File: config.mk
export PLATFORM = sky130hd
export DESIGN_NAME = bit_serial_adder
export DESIGN_NICKNAME = d
export VERILOG_FILES = /design/src/rtl/bit_serial_adder_pkg.sv /design/src/rtl/sc2_block.sv /design/src/rtl/bit_serial_adder.sv
export SDC_FILE = /design/constraint.sdc
export NUM_CORES = 1
export LEC_CHECK = 0
export ABC_AREA = 1
export BUFFER_PORTS_ARGS = -buffer_cell sky130_fd_sc_hd__buf_2
export CAP_MARGIN = 20
export CORE_MARGIN = 10
export CORE_UTILIZATION = 40
export DETAILED_ROUTE_END_ITERATION = 10
export SLEW_MARGIN = 40
export SYNTH_ARGS = -nofsm -noshare
export SYNTH_HDL_FRONTEND = slang
export SYNTH_SLANG_ARGS = --single-unit
export TNS_END_PERCENT = 50
File: constraint.sdc
create_clock -name clock -period 1.5 [get_ports clock]
set_input_delay 0.375 -clock clock [delete_from_list [all_inputs] [get_ports clock]]
set_output_delay 0.375 -clock clock [all_outputs]
set_load 0.005 [all_outputs]
File: src/rtl/bit_serial_adder_pkg.sv
// Shared types and constants for the bit-serial adder.
package bit_serial_adder_pkg;

  typedef enum logic [1:0] {
    StIdle = 2'd0,
    StRun  = 2'd1,
    StDone = 2'd2
  } state_e;

  localparam int unsigned DefaultWidth = 8;

  // Width of the bit counter; a 1-bit operand still needs a 1-bit counter.
  function automatic int unsigned cnt_width(input int unsigned width);
    return (width > 1) ? $clog2(width) : 1;
  endfunction

endpackage

File: src/rtl/sc2_block.sv
// Single-bit full-adder cell.
module sc2_block (
  input  logic a_in,
  input  logic b_in,
  input  logic c_in,
  output logic s_out,
  output logic c_out
);

  assign s_out = a_in ^ b_in ^ c_in;
  assign c_out = (a_in & b_in) | (a_in & c_in) | (b_in & c_in);

endmodule

File: src/rtl/bit_serial_adder.sv
// Bit-serial adder: one operand bit per cycle through a single full-adder cell.
// Optional overflow output enabled by defining BIT_SERIAL_ADDER_OVF_EN.
module bit_serial_adder
  import bit_serial_adder_pkg::*;
#(
  parameter int unsigned WIDTH = DefaultWidth
) (
  input  logic             clock,
  input  logic             reset_n,
  input  logic             start,
  input  logic [WIDTH-1:0] a,
  input  logic [WIDTH-1:0] b,
  input  logic             cin,
  output logic             ready,
  output logic             done,
  output logic [WIDTH-1:0] sum,
  output logic             cout
`ifdef BIT_SERIAL_ADDER_OVF_EN
  ,
  output logic             ovf
`endif
);

  localparam int unsigned CW = cnt_width(WIDTH);
  localparam logic [CW-1:0] LastCnt = CW'(WIDTH - 1);

  state_e           state_q, state_d;
  logic [WIDTH-1:0] a_q, a_d, b_q, b_d, res_q, res_d, sum_q, sum_d;
  logic             carry_q, carry_d, cout_q, cout_d;
  logic [CW-1:0]    cnt_q, cnt_d;
`ifdef BIT_SERIAL_ADDER_OVF_EN
  logic             ovf_q, ovf_d;
`endif

  logic             s, c;
  logic [WIDTH:0]   res_cat;
  logic [WIDTH-1:0] res_shift;

  sc2_block u_fa (
    .a_in  (a_q[0]),
    .b_in  (b_q[0]),
    .c_in  (carry_q),
    .s_out (s),
    .c_out (c)
  );

  // New sum bit enters at the MSB; after WIDTH shifts bit 0 lands at the LSB.
  assign res_cat   = {s, res_q};
  assign res_shift = res_cat[WIDTH:1];

  always_comb begin
    state_d = state_q;
    a_d     = a_q;
    b_d     = b_q;
    res_d   = res_q;
    carry_d = carry_q;
    cnt_d   = cnt_q;
    sum_d   = sum_q;
    cout_d  = cout_q;
`ifdef BIT_SERIAL_ADDER_OVF_EN
    ovf_d   = ovf_q;
`endif
    unique case (state_q)
      StIdle: begin
        if (start) begin
          a_d     = a;
          b_d     = b;
          carry_d = cin;
          cnt_d   = '0;
          state_d = StRun;
        end
      end
      StRun: begin
        a_d     = a_q >> 1;
        b_d     = b_q >> 1;
        res_d   = res_shift;
        carry_d = c;
        cnt_d   = cnt_q + CW'(1);
        if (cnt_q == LastCnt) begin
          sum_d   = res_shift;
          cout_d  = c;
`ifdef BIT_SERIAL_ADDER_OVF_EN
          // carry_q is the carry into the MSB on this last step.
          ovf_d   = carry_q ^ c;
`endif
          state_d = StDone;
        end
      end
      StDone:  state_d = StIdle;
      default: state_d = StIdle;
    endcase
  end

  always_ff @(posedge clock or negedge reset_n) begin
    if (!reset_n) begin
      state_q <= StIdle;
      a_q     <= '0;
      b_q     <= '0;
      res_q   <= '0;
      carry_q <= 1'b0;
      cnt_q   <= '0;
      sum_q   <= '0;
      cout_q  <= 1'b0;
`ifdef BIT_SERIAL_ADDER_OVF_EN
      ovf_q   <= 1'b0;
`endif
    end else begin
      state_q <= state_d;
      a_q     <= a_d;
      b_q     <= b_d;
      res_q   <= res_d;
      carry_q <= carry_d;
      cnt_q   <= cnt_d;
      sum_q   <= sum_d;
      cout_q  <= cout_d;
`ifdef BIT_SERIAL_ADDER_OVF_EN
      ovf_q   <= ovf_d;
`endif
    end
  end

  assign ready = (state_q == StIdle);
  assign done  = (state_q == StDone);
  assign sum   = sum_q;
  assign cout  = cout_q;
`ifdef BIT_SERIAL_ADDER_OVF_EN
  assign ovf   = ovf_q;
`endif

endmodule
=== Word-level counts from Yosys, hierarchy flattened ===
Index checks and enable logic that the tools add are counted.

* $add $sub $neg: 1
* Mux-type cells: 11
* Reduce and logical (&&, ||, !) cells: 5
* Eq/ne operators: 5
* Bitwise gates (word level): 7

{| class="wikitable"
|+ Operator list
! operator !! count
|-
| $pmux W8 S2 || 2
|-
| $mux W8 || 2
|-
| $pmux W3 S2 || 1
|-
| $reduce_and A2 Y1 || 3
|-
| $mux W2 || 2
|-
| $ne A2 B2 Y1 const B || 2
|-
| $pmux W2 S2 || 1
|-
| $add A3 B1 Y3 const B || 1
|-
| $and A1 B1 Y1 || 3
|-
| $eq A3 B3 Y1 const B || 1
|-
| $mux W3 || 1
|-
| $eq A2 B1 Y1 const B || 1
|-
| $eq A2 B2 Y1 const B || 1
|-
| $logic_not A2 Y1 || 1
|-
| $or A1 B1 Y1 || 2
|-
| $pmux W1 S2 || 1
|-
| $reduce_bool A2 Y1 || 1
|-
| $xor A1 B1 Y1 || 2
|-
| $mux W1 || 1
|}

* Output and inout bits: 11
* Flip-flop bits (word level): 39

=== Longest topological paths before layout ===
* Word-level depth: 4
* Depth in mapped cells: 7

=== By module ===
From an unflattened synthesis, not the netlist that was laid out.

* Cells, all modules: 217
* Area total of the unflattened synthesis: 1791.7 µm²

{| class="wikitable"
|+ Modules (own cells, without submodules)
! module !! seq. area each (µm²) !! times used !! cells each !! area each (µm²)
|-
| bit_serial_adder || 950.9 || 1 || 216 || 1771.7
|-
| sc2_block || 0.0 || 1 || 1 || 20.0
|}

=== Least setup slack after synthesis ===
No wires, ideal clock.

* Kind: flip-flop to flip-flop
* Start: reg cnt_q[0]
* End: reg sum_q[5], in the netlist sum[5]
* Path slack: 0.274 ns
* Buffers on the path: 1
* Cell stages (with the launch flop): 6
* Clock period less this slack: 1.226 ns
* Arrival: 1.100 ns
* Path through: dfrtp_1 > ha_1 > ha_1 > nand2_2 > buf_6 > o21ai_0

* Word-level cells in the longest chain between the ends: 2

{| class="wikitable"
|+ RTL lines
! what !! RTL line !! text
|-
| from (decl) || bit_serial_adder.sv:30 || <nowiki>logic [CW-1:0] cnt_q, cnt_d;</nowiki>
|-
| from (signal assigned) || bit_serial_adder.sv:113 || <nowiki>cnt_q <= cnt_d;</nowiki>
|-
| $eq A3 B3 Y1 || bit_serial_adder.sv:79 || <nowiki>if (cnt_q == LastCnt) begin</nowiki>
|-
| $reduce_and A2 Y1 (no line) || - ||
|-
| to (signal assigned) || bit_serial_adder.sv:114 || <nowiki>sum_q <= sum_d;</nowiki>
|-
| to (decl) || bit_serial_adder.sv:28 || <nowiki>logic [WIDTH-1:0] a_q, a_d, b_q, b_d, res_q, res_d, sum_q, sum_d;</nowiki>
|}

No other way between the ends.
A chain may end at the register's enable or synchronous reset.

=== Worst setup path in the final report ===
* Start: reg state_q[0]
* End: out ready

* Word-level cells in the longest chain between the ends: 1

{| class="wikitable"
|+ RTL lines
! what !! RTL line !! text
|-
| from (decl) || bit_serial_adder.sv:27 || <nowiki>state_e state_q, state_d;</nowiki>
|-
| from (signal assigned) || bit_serial_adder.sv:96 || <nowiki>state_q <= StIdle;</nowiki>
|-
| from (signal assigned) || bit_serial_adder.sv:108 || <nowiki>state_q <= state_d;</nowiki>
|-
| $logic_not A2 Y1 || bit_serial_adder.sv:122 || <nowiki>assign ready = (state_q == StIdle);</nowiki>
|-
| to (decl) || bit_serial_adder.sv:14 || <nowiki>output logic ready,</nowiki>
|}

No other way between the ends.

==> results.sh <==
export IMPL_path_class="flop to primary output"
export IMPL_cts_sinks=38
export IMPL_p_total_mw=4.323
export IMPL_crit_required_ps=1120
export IMPL_synth_top_family_by_area="simple AND/OR/NAND/NOR gates"
export IMPL_clk_latency_ps=290
export IMPL_cp_start_kind="flop"
export IMPL_relSlewSlack_pct=80.73
export IMPL_status="finished clean"
export IMPL_overflow=0
export IMPL_gp_congestion=0.6981
export IMPL_setup_viol=0
export IMPL_first_iter_violations=97
export IMPL_yosysWarnings=0
export IMPL_htreeDepth=2
export IMPL_drcViolationCount=0
export IMPL_power_leakage_nw=1.223
export IMPL_timing_fmax_mhz=697.9
export IMPL_ys_seq_elements=38
export IMPL_maxCapViolations=0
export IMPL_synth_simple_gate_area_share_pct=25.51
export IMPL_worst_hold_path_type="primary input to async pin"
export IMPL_synthXorXnorAreaFrac_pct=0
export IMPL_worstMarginPinSlew_ps=289.1
export IMPL_synth_top_cell_by_area="dfrtp_1"
export IMPL_synth_compound_area_share_pct=5.505
export IMPL_crit_fanout=7
export IMPL_syn2layout_area_growth_pct=18.12
export IMPL_layout_commonest_cell="nand2_1"
export IMPL_core_area_sq_mm=0.004354
export IMPL_powerDensity_mw_per_mm2=2039
export IMPL_hold_viol=0
export IMPL_ir_drop_mv=0.6878
export IMPL_fin_worst_skew_ps=6.885
export IMPL_setup_ws_ps=67.06
export IMPL_postLayoutCoreUtil_pct=48.71
export IMPL_layout_min_cycle_time_ps=1433
export IMPL_grt_pass1_vias=1392
export IMPL_syn_num_nets=241
export IMPL_antenna_cells=0
export IMPL_layout_drive_gt1_share_pct=20.32
export IMPL_syn_cell_area_sq_mm=0.001795
export IMPL_nNetsFinal=273
export IMPL_boundaryPins=31
export IMPL_synthAdderAreaFrac_pct=2.509
export IMPL_die_x_microns=87.00
export IMPL_totalWireLength_microns=3535
export IMPL_fill_cells=415
export IMPL_grt_max_degree=39
export IMPL_grt_pass1_wl_microns=6382
export IMPL_cts_tree="done"
export IMPL_cts_made_buffers=5
export IMPL_final_cell_mix="nand2_1, inv_1, dfrtp_1"
export IMPL_grt_usage_pct=10.40
export IMPL_synth_avg_cell_area_sq_um=8.236
export IMPL_wl_per_cell_microns=11.67
export IMPL_start_util_pct=41.24
export IMPL_antenna_found_initial=0
export IMPL_post_cts_buffers=0
export IMPL_synthCells=218
export IMPL_yosys_top_cells_area="dfrtp_1, nand2_1, inv_1"
export IMPL_port_buffers=30
export IMPL_synth_mux_area_share_pct=0
export IMPL_arrival_ps=1060
export IMPL_vias=1355
export IMPL_hold_ws_ps=23.06
export IMPL_crit_path_end_kind="primary output"
export IMPL_ys_seq_area_share_pct=52.96
export IMPL_place_hpwl_microns=2425
export IMPL_netlist_cell_type_count=21
export IMPL_timing_final_max_slew_violations=0
export IMPL_dr_pass1_iters=4
export IMPL_cts_max_path_buffers=2
export IMPL_clockRootBuffer="clkbuf_8"
export IMPL_rsz0062_at_grt="no"
export IMPL_synth_top_area_share_pct=52.96
export IMPL_fp_row_count=24
export IMPL_die_h_microns=87.00
export IMPL_dieArea_sq_mm=0.007568
export IMPL_clk_pin_slew_ps=80
export IMPL_fin_crit_sh_pct=95.53
export IMPL_viasPerCell=4.472
export IMPL_ant_nets=0
export IMPL_tns_ps=0
export IMPL_dp_slack_ps=125.8
==> registers in the layout, indices dropped and copies added, names as in the netlist <==
register  count
state_q       2
sum           8
a_q           8
cout          1
b_q           8
res_q         7
cnt_q         3
carry_q       1
==> cell type report <==
| cell class | count | area, sq um | share of cell area (%) |
|---|---|---|---|
| flip-flops and latches | 38 | 952.2 | 44.90 |
| multi-input cells | 131 | 609.3 | 28.73 |
| repair buffers | 33 | 197.7 | 9.322 |
| inverters | 41 | 158.9 | 7.493 |
| clock buffers | 5 | 68.82 | 3.245 |
| clock inverters | 3 | 68.82 | 3.245 |
| well taps | 52 | 65.06 | 3.068 |
==> path summary, 6_finish.rpt <==
check	start	endpoint	slack, ps	cells after the start
max	state_q[0]	ready	70	2
min	reset_n	sum[3]	20	2
max reg2reg	cnt_q[0]	sum[0]	210	6
min reg2reg	cnt_q[1]	cnt_q[1]	480	2
max in group asynchronous	reset_n	b_q[4]	1280	2
min in group clock	a[7]	a_q[7]	320	3
==> kinds of logic (layout without fill, tap and decap cells) <==
| logic type | count (synthesis) | after routing |
|---|---|---|
| AOI/OAI and AO/OA | 19 | 19 |
| adders and majority gates | 3 | 3 |
| buffers and inverters | 49 | 82 |
| DFF | 38 | 38 |
| and+or+nand+nor | 109 | 109 |
==> Yosys cell counts, drive strengths merged <==
master / instances
nand2: 88
inv: 41
dfrtp: 38
nand3: 17
o21ai: 17
buf: 7
nor2: 4
a21oi: 2
ha: 2
clkbuf: 1
fa: 1
==> report_power, final <==
group	switching (mW)	internal [mW]
combinational	0.900	0.621
sequential	0.266	1.49
clock	0.385	0.666
==> critical path, stage by stage (launching register included) <==
cell and delay (ps):
dfrtp_1 480, nor2_2 150, buf_2 130
==> through the flow <==
stage	std cells	cell area [sq um]
final	303	2121
after global routing	303	2121
after CTS	303	2112
after detailed placement	295	1974
after global placement	295	1974
after floorplan	218	1795
==> metal layers <==
metal / track usage, % / routed length, microns / vias up / share of wire (%)
li1: - / - / 712 / -
met1: 13.06 / 1677 / 612 / 47
met2: 15.46 / 1600 / 27 / 45
met3: 4.026 / 217 / 4 / 6.1
met4: 4.418 / 40 / 0 / 1.1
met5: 0 / 0 / - / 0
==> timing repair <==
action	in CTS	in global routing
hold buffers	0	0
setup endpoints to repair	0	3
gates resized for setup	0	3
No activity file was read; power rests on OpenSTA's default activity.
